**src/rtl/sr_button_conditioner.sv**
```systemverilog
// Debounced set/reset pushbutton front end that issues fixed-width, mutually
// exclusive S/R command pulses to a downstream SR latch.

module sr_debounce_channel #(
    parameter int DB_CYCLES = 4
) (
    input  logic clk,
    input  logic rst,
    input  logic btn,
    output logic stable,
    output logic press
);
    localparam logic [15:0] CNT_TC = 16'(DB_CYCLES - 1);

    logic        sync1;
    logic        sync2;
    logic        stable_d;
    logic [15:0] cnt;

    always_ff @(posedge clk or posedge rst) begin
        if (rst) begin
            sync1    <= 1'b0;
            sync2    <= 1'b0;
            stable   <= 1'b0;
            stable_d <= 1'b0;
            cnt      <= '0;
        end else begin
            sync1    <= btn;
            sync2    <= sync1;
            stable_d <= stable;
            if (sync2 == stable) begin
                cnt <= '0;
            end else if (cnt == CNT_TC) begin
                stable <= sync2;
                cnt    <= '0;
            end else begin
                cnt <= cnt + 16'd1;
            end
        end
    end

    // Rising edge of the debounced level only; releases are silent.
    assign press = stable & ~stable_d;
endmodule

// state    | meaning
// IDLE     | waiting for a press event; resolves set/reset/conflict
// PULSE_S  | driving S for PULSE_CYCLES clocks
// PULSE_R  | driving R for PULSE_CYCLES clocks
// WAIT_REL | pulse done, waiting for both debounced buttons to be released
module sr_button_conditioner #(
    parameter int DB_CYCLES    = 4,
    parameter int PULSE_CYCLES = 2
) (
    input  logic clk,
    input  logic rst,
    input  logic btn_s,
    input  logic btn_r,
    output logic S,
    output logic R,
    output logic conflict,
    output logic busy
);
    localparam logic [7:0] PULSE_TC = 8'(PULSE_CYCLES - 1);

    typedef enum logic [1:0] {
        IDLE     = 2'd0,
        PULSE_S  = 2'd1,
        PULSE_R  = 2'd2,
        WAIT_REL = 2'd3
    } state_t;

    state_t     state;
    state_t     state_next;
    logic [7:0] pcnt;
    logic [7:0] pcnt_next;
    logic       s_next;
    logic       r_next;
    logic       conflict_next;
    logic       busy_next;

    logic stable_s;
    logic stable_r;
    logic press_s;
    logic press_r;

    sr_debounce_channel #(.DB_CYCLES(DB_CYCLES)) u_ch_s (
        .clk    (clk),
        .rst    (rst),
        .btn    (btn_s),
        .stable (stable_s),
        .press  (press_s)
    );

    sr_debounce_channel #(.DB_CYCLES(DB_CYCLES)) u_ch_r (
        .clk    (clk),
        .rst    (rst),
        .btn    (btn_r),
        .stable (stable_r),
        .press  (press_r)
    );

    always_ff @(posedge clk or posedge rst) begin
        if (rst) begin
            state    <= IDLE;
            pcnt     <= '0;
            S        <= 1'b0;
            R        <= 1'b0;
            conflict <= 1'b0;
            busy     <= 1'b0;
        end else begin
            state    <= state_next;
            pcnt     <= pcnt_next;
            S        <= s_next;
            R        <= r_next;
            conflict <= conflict_next;
            busy     <= busy_next;
        end
    end

    // Outputs are the registered image of the next state, so S/R/busy line up
    // with the state they belong to and no input reaches a port combinationally.
    always_comb begin
        state_next    = state;
        pcnt_next     = pcnt;
        s_next        = 1'b0;
        r_next        = 1'b0;
        conflict_next = 1'b0;
        unique case (state)
            IDLE: begin
                if (press_s && press_r) begin
                    conflict_next = 1'b1;
                end else if (press_s) begin
                    state_next = PULSE_S;
                    pcnt_next  = PULSE_TC;
                    s_next     = 1'b1;
                end else if (press_r) begin
                    state_next = PULSE_R;
                    pcnt_next  = PULSE_TC;
                    r_next     = 1'b1;
                end
            end
            PULSE_S: begin
                if (pcnt == 8'd0) begin
                    state_next = WAIT_REL;
                end else begin
                    pcnt_next = pcnt - 8'd1;
                    s_next    = 1'b1;
                end
            end
            PULSE_R: begin
                if (pcnt == 8'd0) begin
                    state_next = WAIT_REL;
                end else begin
                    pcnt_next = pcnt - 8'd1;
                    r_next    = 1'b1;
                end
            end
            WAIT_REL: begin
                if (!stable_s && !stable_r) begin
                    state_next = IDLE;
                end
            end
            default: state_next = IDLE;
        endcase
        busy_next = (state_next != IDLE);
    end
endmodule

```
**config.mk**
```make
export PLATFORM = sky130hd
export DESIGN_NAME = sr_button_conditioner
export DESIGN_NICKNAME = d
export VERILOG_FILES = /design/src/rtl/sr_button_conditioner.sv
export SDC_FILE = /design/constraint.sdc
export NUM_CORES = 1
export LEC_CHECK = 0
export ABC_AREA = 1
export BUFFER_PORTS_ARGS = -buffer_cell sky130_fd_sc_hd__buf_2
export CAP_MARGIN = 40
export CORE_AREA = 2 2 92 94
export DETAILED_ROUTE_END_ITERATION = 7
export DIE_AREA = 0 0 94 96
export PLACE_DENSITY = 0.48
export SLEW_MARGIN = 0
export SYNTH_ARGS = -nofsm -noshare
export SYNTH_HDL_FRONTEND = slang
export SYNTH_SLANG_ARGS = --single-unit
```
**constraint.sdc**
```tcl
create_clock -name clk -period 2.9 [get_ports clk]
set_input_delay 0.29 -clock clk [delete_from_list [all_inputs] [get_ports clk]]
set_output_delay 0.29 -clock clk [all_outputs]
set_load 0.005 [all_outputs]
```
==> results.ini, run 1 <==
[floorplan]
die_w_um = 94
die_area_sq_um = 9020
rows = 33
fp.dieH_um = 96
io-pin-count = 8
start_util = 0.366
core_area_sq_um = 8050

[sta]
layout_setup_ws_ns = 1.15
skew_ns = 0.00868
tightest_slew_ns = 0.405
setup_tns_ns = 0
setup_viol = 0
slew_violations = 0
max_freq_mhz = 571
period_minus_slack_ns = 1.75
finalCritPeriodShare = 0.604
finalHoldViolCount = 0
slew_headroom = 0.730
grt_setup_unrepaired = no

[clocking]
cts_tree = done
cts_sinks = 54
cts_made_buffers = 5
clk_pin_slew_worst_paths_ns = 0.10
h-tree-depth = 2
cts.repair.resized = 0
worst_skew_pair.late_latency_ns = 0.31
cts_buffer_depth = 2
cts_root_buffer = clkbuf_8
cts_setup_buffers = 0

[pwr]
p_seq_frac = 0.408
p_int_mw = 1.46
switching_share = 0.404
powerDensity_nw_per_um2 = 761
p_leak_nw = 1.55
peakVddDrop_mv = 0.399
finalPower_mw = 2.45
comb_power_share = 0.384
pwr-share-clk = 0.208
p_switching_mw = 0.989

[worst_setup_path]
path_buf_inv = 3
worstSetupPathType = reg -> reg
reg2regPathDepth = 8
r2r_start = state[0]
regToRegSetupSlack_ns = 1.15
cp.arrival_ns = 2.01
cp-start-kind = flip-flop
path_delay_family = adder cells
critPathRequiredTime_ns = 3.16
crit_chain = inv_1 -> ha_1 -> inv_2 -> nand2_1 -> nand3_4 -> inv_1 -> nand2_1 -> nand2_1
slowest_stage = ha_1
endpoint_kind = flip-flop
r2r-end = pcnt[4]
cp_common_cell = nand2_1
cp_slowest_stage_delay_ns = 0.48
crit_fanout = 14

[finish]
nNetsFinal = 397
final_area_sq_um = 3210
fillCellCount = 824
antenna_cells = 0
drive_gt1_frac = 0.132
area_delta_synth_final_pct = 9.09

[placed_design]
gp_congestion = 0.764
hpwl_um = 3990
dpl_cell_area_sq_um = 3100
io_buffer_count = 7
dp_slack_ns = 1.16

[run_status]
status = finished clean

[grt]
grt_pass1_vias = 2078
grt_max_degree = 27
groute.usage.overall = 0.132
met2_usage = 0.214
antenna_found_initial = 0
grtUsageMet3 = 0.0258
overflow = 0
gr-max-usage-layer = met2
grt_use_met1 = 0.179
grt_pass1_wl_um = 9480

[synthesis]
syn_inst = 371
synth_cell_types = 27
avgSynthCellArea_sq_um = 7.94
ys_ff_latch = 54
ys_seq_area_frac = 0.459
syn_area_sq_um = 2950
synth_area_leaders = dfrtp_1, nand2_1, nor2_1
syn-num-nets = 383
yosysTopAreaCell = dfrtp_1
synth.top_cell.area_share = 0.459
ys_warn_count = 0

[route]
routed_wl_um = 5370
routed-via-count = 2180
ant_nets = 0
drc = 0
routed_via_density = 4.44
drt_iter0_drc = 50
firstDrtPassIters = 4
wl_per_cell_um = 10.9

[worst_hold_path]
min_to = u_ch_s.sync1
worstHoldStart = btn_s
hp-class = in -> reg
whs_path_depth = 1

[flow_run]
cap_violations = 0

## cell usage after synthesis
| cell | count |
|---|---|
| nand3_1 | 28 |
| a21oi_2 | 1 |
| o21ai_2 | 4 |
| inv_1 | 46 |
| nor3_1 | 5 |
| o21ai_0 | 7 |
| xnor2_1 | 5 |
| nor2_2 | 6 |
| nand2_4 | 1 |
| nand3_4 | 2 |
| or2_2 | 1 |
| nand2_1 | 79 |
| nor2_1 | 74 |
| xor2_1 | 18 |
| buf_12 | 1 |
| buf_2 | 2 |
| nor3_2 | 1 |
| nand4_1 | 3 |
| nand3_2 | 1 |
| dfrtp_1 | 54 |
| ha_1 | 8 |
| inv_2 | 4 |
| nand2_2 | 11 |
| nor3b_2 | 1 |
| nor2_4 | 1 |
| a21oi_1 | 6 |
| clkinv_2 | 1 |
## stage by stage
| step | cells | hold WS, ns | utilization |
|---|---|---|---|
| 2_1_floorplan | 371 | 0.321 | - |
| 3_3_place_gp | 482 | 0.222 | 0.385 |
| 3_5_place_dp | 482 | 0.224 | 0.385 |
| 4_1_cts | 491 | 0.0765 | 0.399 |
| 5_1_grt | 491 | 0.0752 | 0.399 |
| 6_report | 491 | 0.0856 | 0.399 |
## placed cells by master (no fill, tap or decap), types with 2 or more instances in the layout
master,instances
a21oi_1,6
buf_2,7
buf_4,2
clkbuf_1,2
clkbuf_8,5
dfrtp_1,54
ha_1,8
inv_1,45
inv_2,5
nand2_1,79
nand2_2,11
nand3_1,28
nand3_4,2
nand4_1,3
nor2_1,74
nor2_2,6
nor3_1,5
o21ai_0,7
o21ai_2,4
xnor2_1,5
xor2_1,18
## power by group through the flow
stage / clock network (mW) / registers, mW / logic (mW)
detailed placement: 0 / 1.02 / 0.951
floorplan: 0 / 0.993 / 0.837
global route: 0.556 / 1.02 / 1.08
CTS: 0.529 / 1.00 / 0.959
finish: 0.509 / 0.999 / 0.939
global placement: 0 / 1.01 / 0.949
## sequential cells by signal (all words and copies together) (netlist names), 2 cells and up
name	flops
u_ch_r.cnt	16
state	2
pcnt	8
u_ch_s.cnt	16
## kinds of logic (layout without fill, tap and decap cells)
family | Yosys count | in the layout | share of synthesized area
simple gates | 214 | 214 | 0.326
flops | 54 | 54 | 0.459
buf+inv | 54 | 69 | 0.0756
xor+xnor | 23 | 23 | 0.0684
compound gates | 18 | 18 | 0.0370
fa+ha+maj | 8 | 8 | 0.0340
## layout make-up
| type | count | area, sq um | share of cell area |
|---|---|---|---|
| flip-flops and latches | 54 | 1350 | 0.421 |
| inverters | 51 | 193 | 0.0600 |
| clock buffers | 7 | 76.3 | 0.0238 |
| repair buffers | 10 | 60.1 | 0.0187 |
| multi-input cells | 263 | 1370 | 0.427 |
| well taps | 105 | 131 | 0.0409 |
| clock inverters | 1 | 30.0 | 0.00935 |
## worst max-delay path by stage
| stage | from | end | slack [ns] | cells after the start |
|---|---|---|---|---|
| 2_1_floorplan | rst | R | 1.30 | 1 |
| 4_1_cts | state[0] | pcnt[4] | 1.14 | 8 |
| 5_1_grt | state[0] | pcnt[4] | 1.00 | 8 |
| 3_3_place_gp | state[0] | pcnt[2] | 1.21 | 8 |
| 6_report | state[0] | pcnt[4] | 1.15 | 8 |
| 3_5_place_dp | state[0] | pcnt[4] | 1.16 | 8 |
## worst register-to-register path, stage by stage (launching register included)
cell     delay, ns
dfrtp_1       0.41
inv_1         0.10
ha_1          0.48
inv_2         0.10
nand2_1       0.11
nand3_4       0.21
inv_1         0.16
nand2_1       0.06
nand2_1       0.05
## routing by layer
metal	wire, um	part of all wire
met1	2780	0.52
met2	2390	0.45
met3	140	0.026
met4	56	0.010
met5	0	0
## timing repair
action,in CTS,in global routing
hold endpoints to repair,8,0
hold buffers,1,0
endpoints found under the setup margin,0,0
Power figures use the tool's default switching activity.
==> run 2: changes to the inputs <==
ABC_AREA = 0   (was 1)
CORE_AREA = 2 2 86 88   (was 2 2 92 94)
DIE_AREA = 0 0 88 90   (was 0 0 94 96)
PLACE_DENSITY = 0.5   (was 0.48)
clock period = 1.6 ns   (was 2.9 ns; I/O delays follow)
==> run 2 against run 1 <==
  * The run now ends with negative setup slack left
  * Register-to-register slack worse by 1.4 ns
  * Worst setup slack worse by 1.4 ns
  * Clock-buffer cell count down 2
  * Total power up 100%
  * Critical path depth down 1
  * Sequential power up 74%
  * Die area down 12%
  * Clock skew down 0.00071 ns
  * Via count down 9.9%
  * Synthesized cell count down 31%
  * Global-route usage up 1.4 points
  * Sequential cell count unchanged
  * Largest cell class is now sequential cells
==> results.ini, run 2 <==
[run_status]
status = finished with violations
violations = negative setup slack

[placed_design]
io_buffer_count = 7
gp_congestion = 0.819
hpwl_um = 3590
dp_cells = 392

[worst_setup_path]
cp.arrival_ns = 2.14
r2r-end = pcnt[3]
startpoint = state[1]
crit_chain = inv_2 -> ha_4 -> or4bb_4 -> nor2_4 -> a211o_4 -> or4_4 -> a21oi_2
worstSetupPathType = reg -> reg
slowest_stage = or4_4
critPathRequiredTime_ns = 1.85
reg2regPathDepth = 7
regToRegSetupSlack_ns = -0.30
crit_fanout = 7
endpoint_kind = flip-flop
r2r_start = state[1]
cp-start-kind = flip-flop
cp_slowest_stage_delay_ns = 0.42

[floorplan]
die_area_sq_um = 7920
start_util = 0.372
core_area_sq_um = 7020
io-pin-count = 8
die_w_um = 88
fp.dieH_um = 90
rows = 31

[sta]
slew_violations = 0
skew_ns = 0.00797
finalCritPeriodShare = 1.19
tightest_slew_ns = 0.324
setup_viol = 13
layout_setup_ws_ns = -0.296
grt_setup_unrepaired = yes
period_minus_slack_ns = 1.90
max_freq_mhz = 527
slew_headroom = 0.782
finalHoldViolCount = 0
setup_tns_ns = -2.75

[flow_run]
cap_violations = 0

[route]
routed-via-count = 1965
routed_via_density = 4.83
routed_wl_um = 5040
firstDrtPassIters = 4
wl_per_cell_um = 12.4
ant_nets = 0
drt_iter0_drc = 71
drc = 0

[pwr]
p_leak_nw = 1.48
peakVddDrop_mv = 0.746
powerDensity_nw_per_um2 = 1470

[synthesis]
ys_seq_area_frac = 0.518
synth_enable_flop_cells = 0
synth.top_cell.area_share = 0.518
ys_ff_latch = 54
ys_warn_count = 0
syn_area_sq_um = 2610
syn-num-nets = 267
synth-async-reset-ratio = 1.00
synth_area_leaders = dfrtp_1, xor2_1, nor2_1
syn_inst = 255
avgSynthCellArea_sq_um = 10.2
synthFlopType = dfrtp_1
yosysTopAreaCell = dfrtp_1
synth_common_cells = dfrtp_1, nor2_1, xor2_1
yosysMostFrequentCell = dfrtp_1
synth_cell_types = 43

[finish]
reg_top3 = u_ch_r.cnt x16, u_ch_s.cnt x16, pcnt x8
layout_commonest_cell = dfrtp_1
drive_gt1_frac = 0.305
instances_no_fill = 407
area_delta_synth_final_pct = 28.2
antenna_cells = 0
final_cell_mix = dfrtp_1, nor2_1, buf_4
nNetsFinal = 319

[clocking]
cts_made_buffers = 5
clk_pin_slew_worst_paths_ns = 0.10
cts_buffer_depth = 2
cts_tree = done
worst_skew_pair.late_latency_ns = 0.31
cts_root_buffer = clkbuf_8
cts_sinks = 54
h-tree-depth = 2

[grt]
grt_max_degree = 46
groute.usage.overall = 0.146
antenna_found_initial = 0
grt_pass1_vias = 2113
grt_pass1_wl_um = 9320
overflow = 0

[worst_hold_path]
hp-class = in -> async

run 2: cell types whose count changed after synthesis, moves of 5 or more:
cell,delta
nor2_2,-6
nand2_1,-63
nor4_1,+7
nand2_2,-11
clkbuf_1,+5
nor2_1,-30
nand3_1,-15
inv_1,-39
and3_1,+5
xnor2_1,+6
run 2: worst max path at each step:
stage	endpoint	slack [ns]
after floorplan	pcnt[3]	-0.35
after global placement	pcnt[7]	-0.35
after detailed placement	pcnt[7]	-0.36
after CTS	pcnt[6]	-0.27
after global routing	pcnt[3]	-0.35
final	pcnt[3]	-0.30
run 2: repair_timing:
action / CTS / global route
endpoints found under the setup margin: 13 / 44
resized for setup: 15 / 13
setup buffers: 3 / 1
endpoints found under the hold margin: 11 / 0
pin swaps: 7 / 6
cloned: 0 / 0
hold buffers: 3 / 0
run 2: cell families after synthesis:
logic type,after synthesis,share of synthesized area
flip-flops,54,0.518
AO/OA/AOI/OAI,26,0.0595
adder cells (fa/ha/maj),8,0.0384
buffers and inverters,13,0.0216
XOR/XNOR,31,0.107
AND/OR/NAND/NOR,120,0.243
multiplexers,3,0.0125
run 2: critical path: cells and delay by family (launching register included):
family | cells | cell delay (ns)
fa+ha+maj | 1 | 0.21
simple gates | 3 | 0.67
compound gates | 2 | 0.47
flops | 1 | 0.40
buf+inv | 1 | 0.08
run 2: metrics by stage:
step	instance area, sq um	util	power, mW	worst slack (ns)	hold slack [ns]
floorplan	2640	-	2.99	-0.354	0.191
global placement	3070	0.438	3.90	-0.353	0.101
detailed placement	3070	0.438	3.91	-0.359	0.0971
CTS	3280	0.467	4.90	-0.265	0.301
global route	3340	0.476	5.33	-0.353	0.336
finish	3340	0.476	4.93	-0.296	0.308
run 2: layer usage:
layer / global-route usage / wire length, um
met5: 0 / 0
met4: 0.0500 / 78
met3: 0.0275 / 97
met2: 0.239 / 2430
met1: 0.193 / 2440
run 2: cell type report:
class,instances,area [sq um]
Clock buffer,5,68.8
Clock inverter,3,21.3
Fill cell,671,3680
Inverter,7,26.3
Multi-Input combinational cell,188,1340
Sequential cell,54,1350
Tap cell,99,124
Timing Repair Buffer,51,418
run 2: where the power goes:
part	switching, mW	internal, mW
logic	1.16	1.27
clock network	0.451	0.308
registers	0.141	1.60
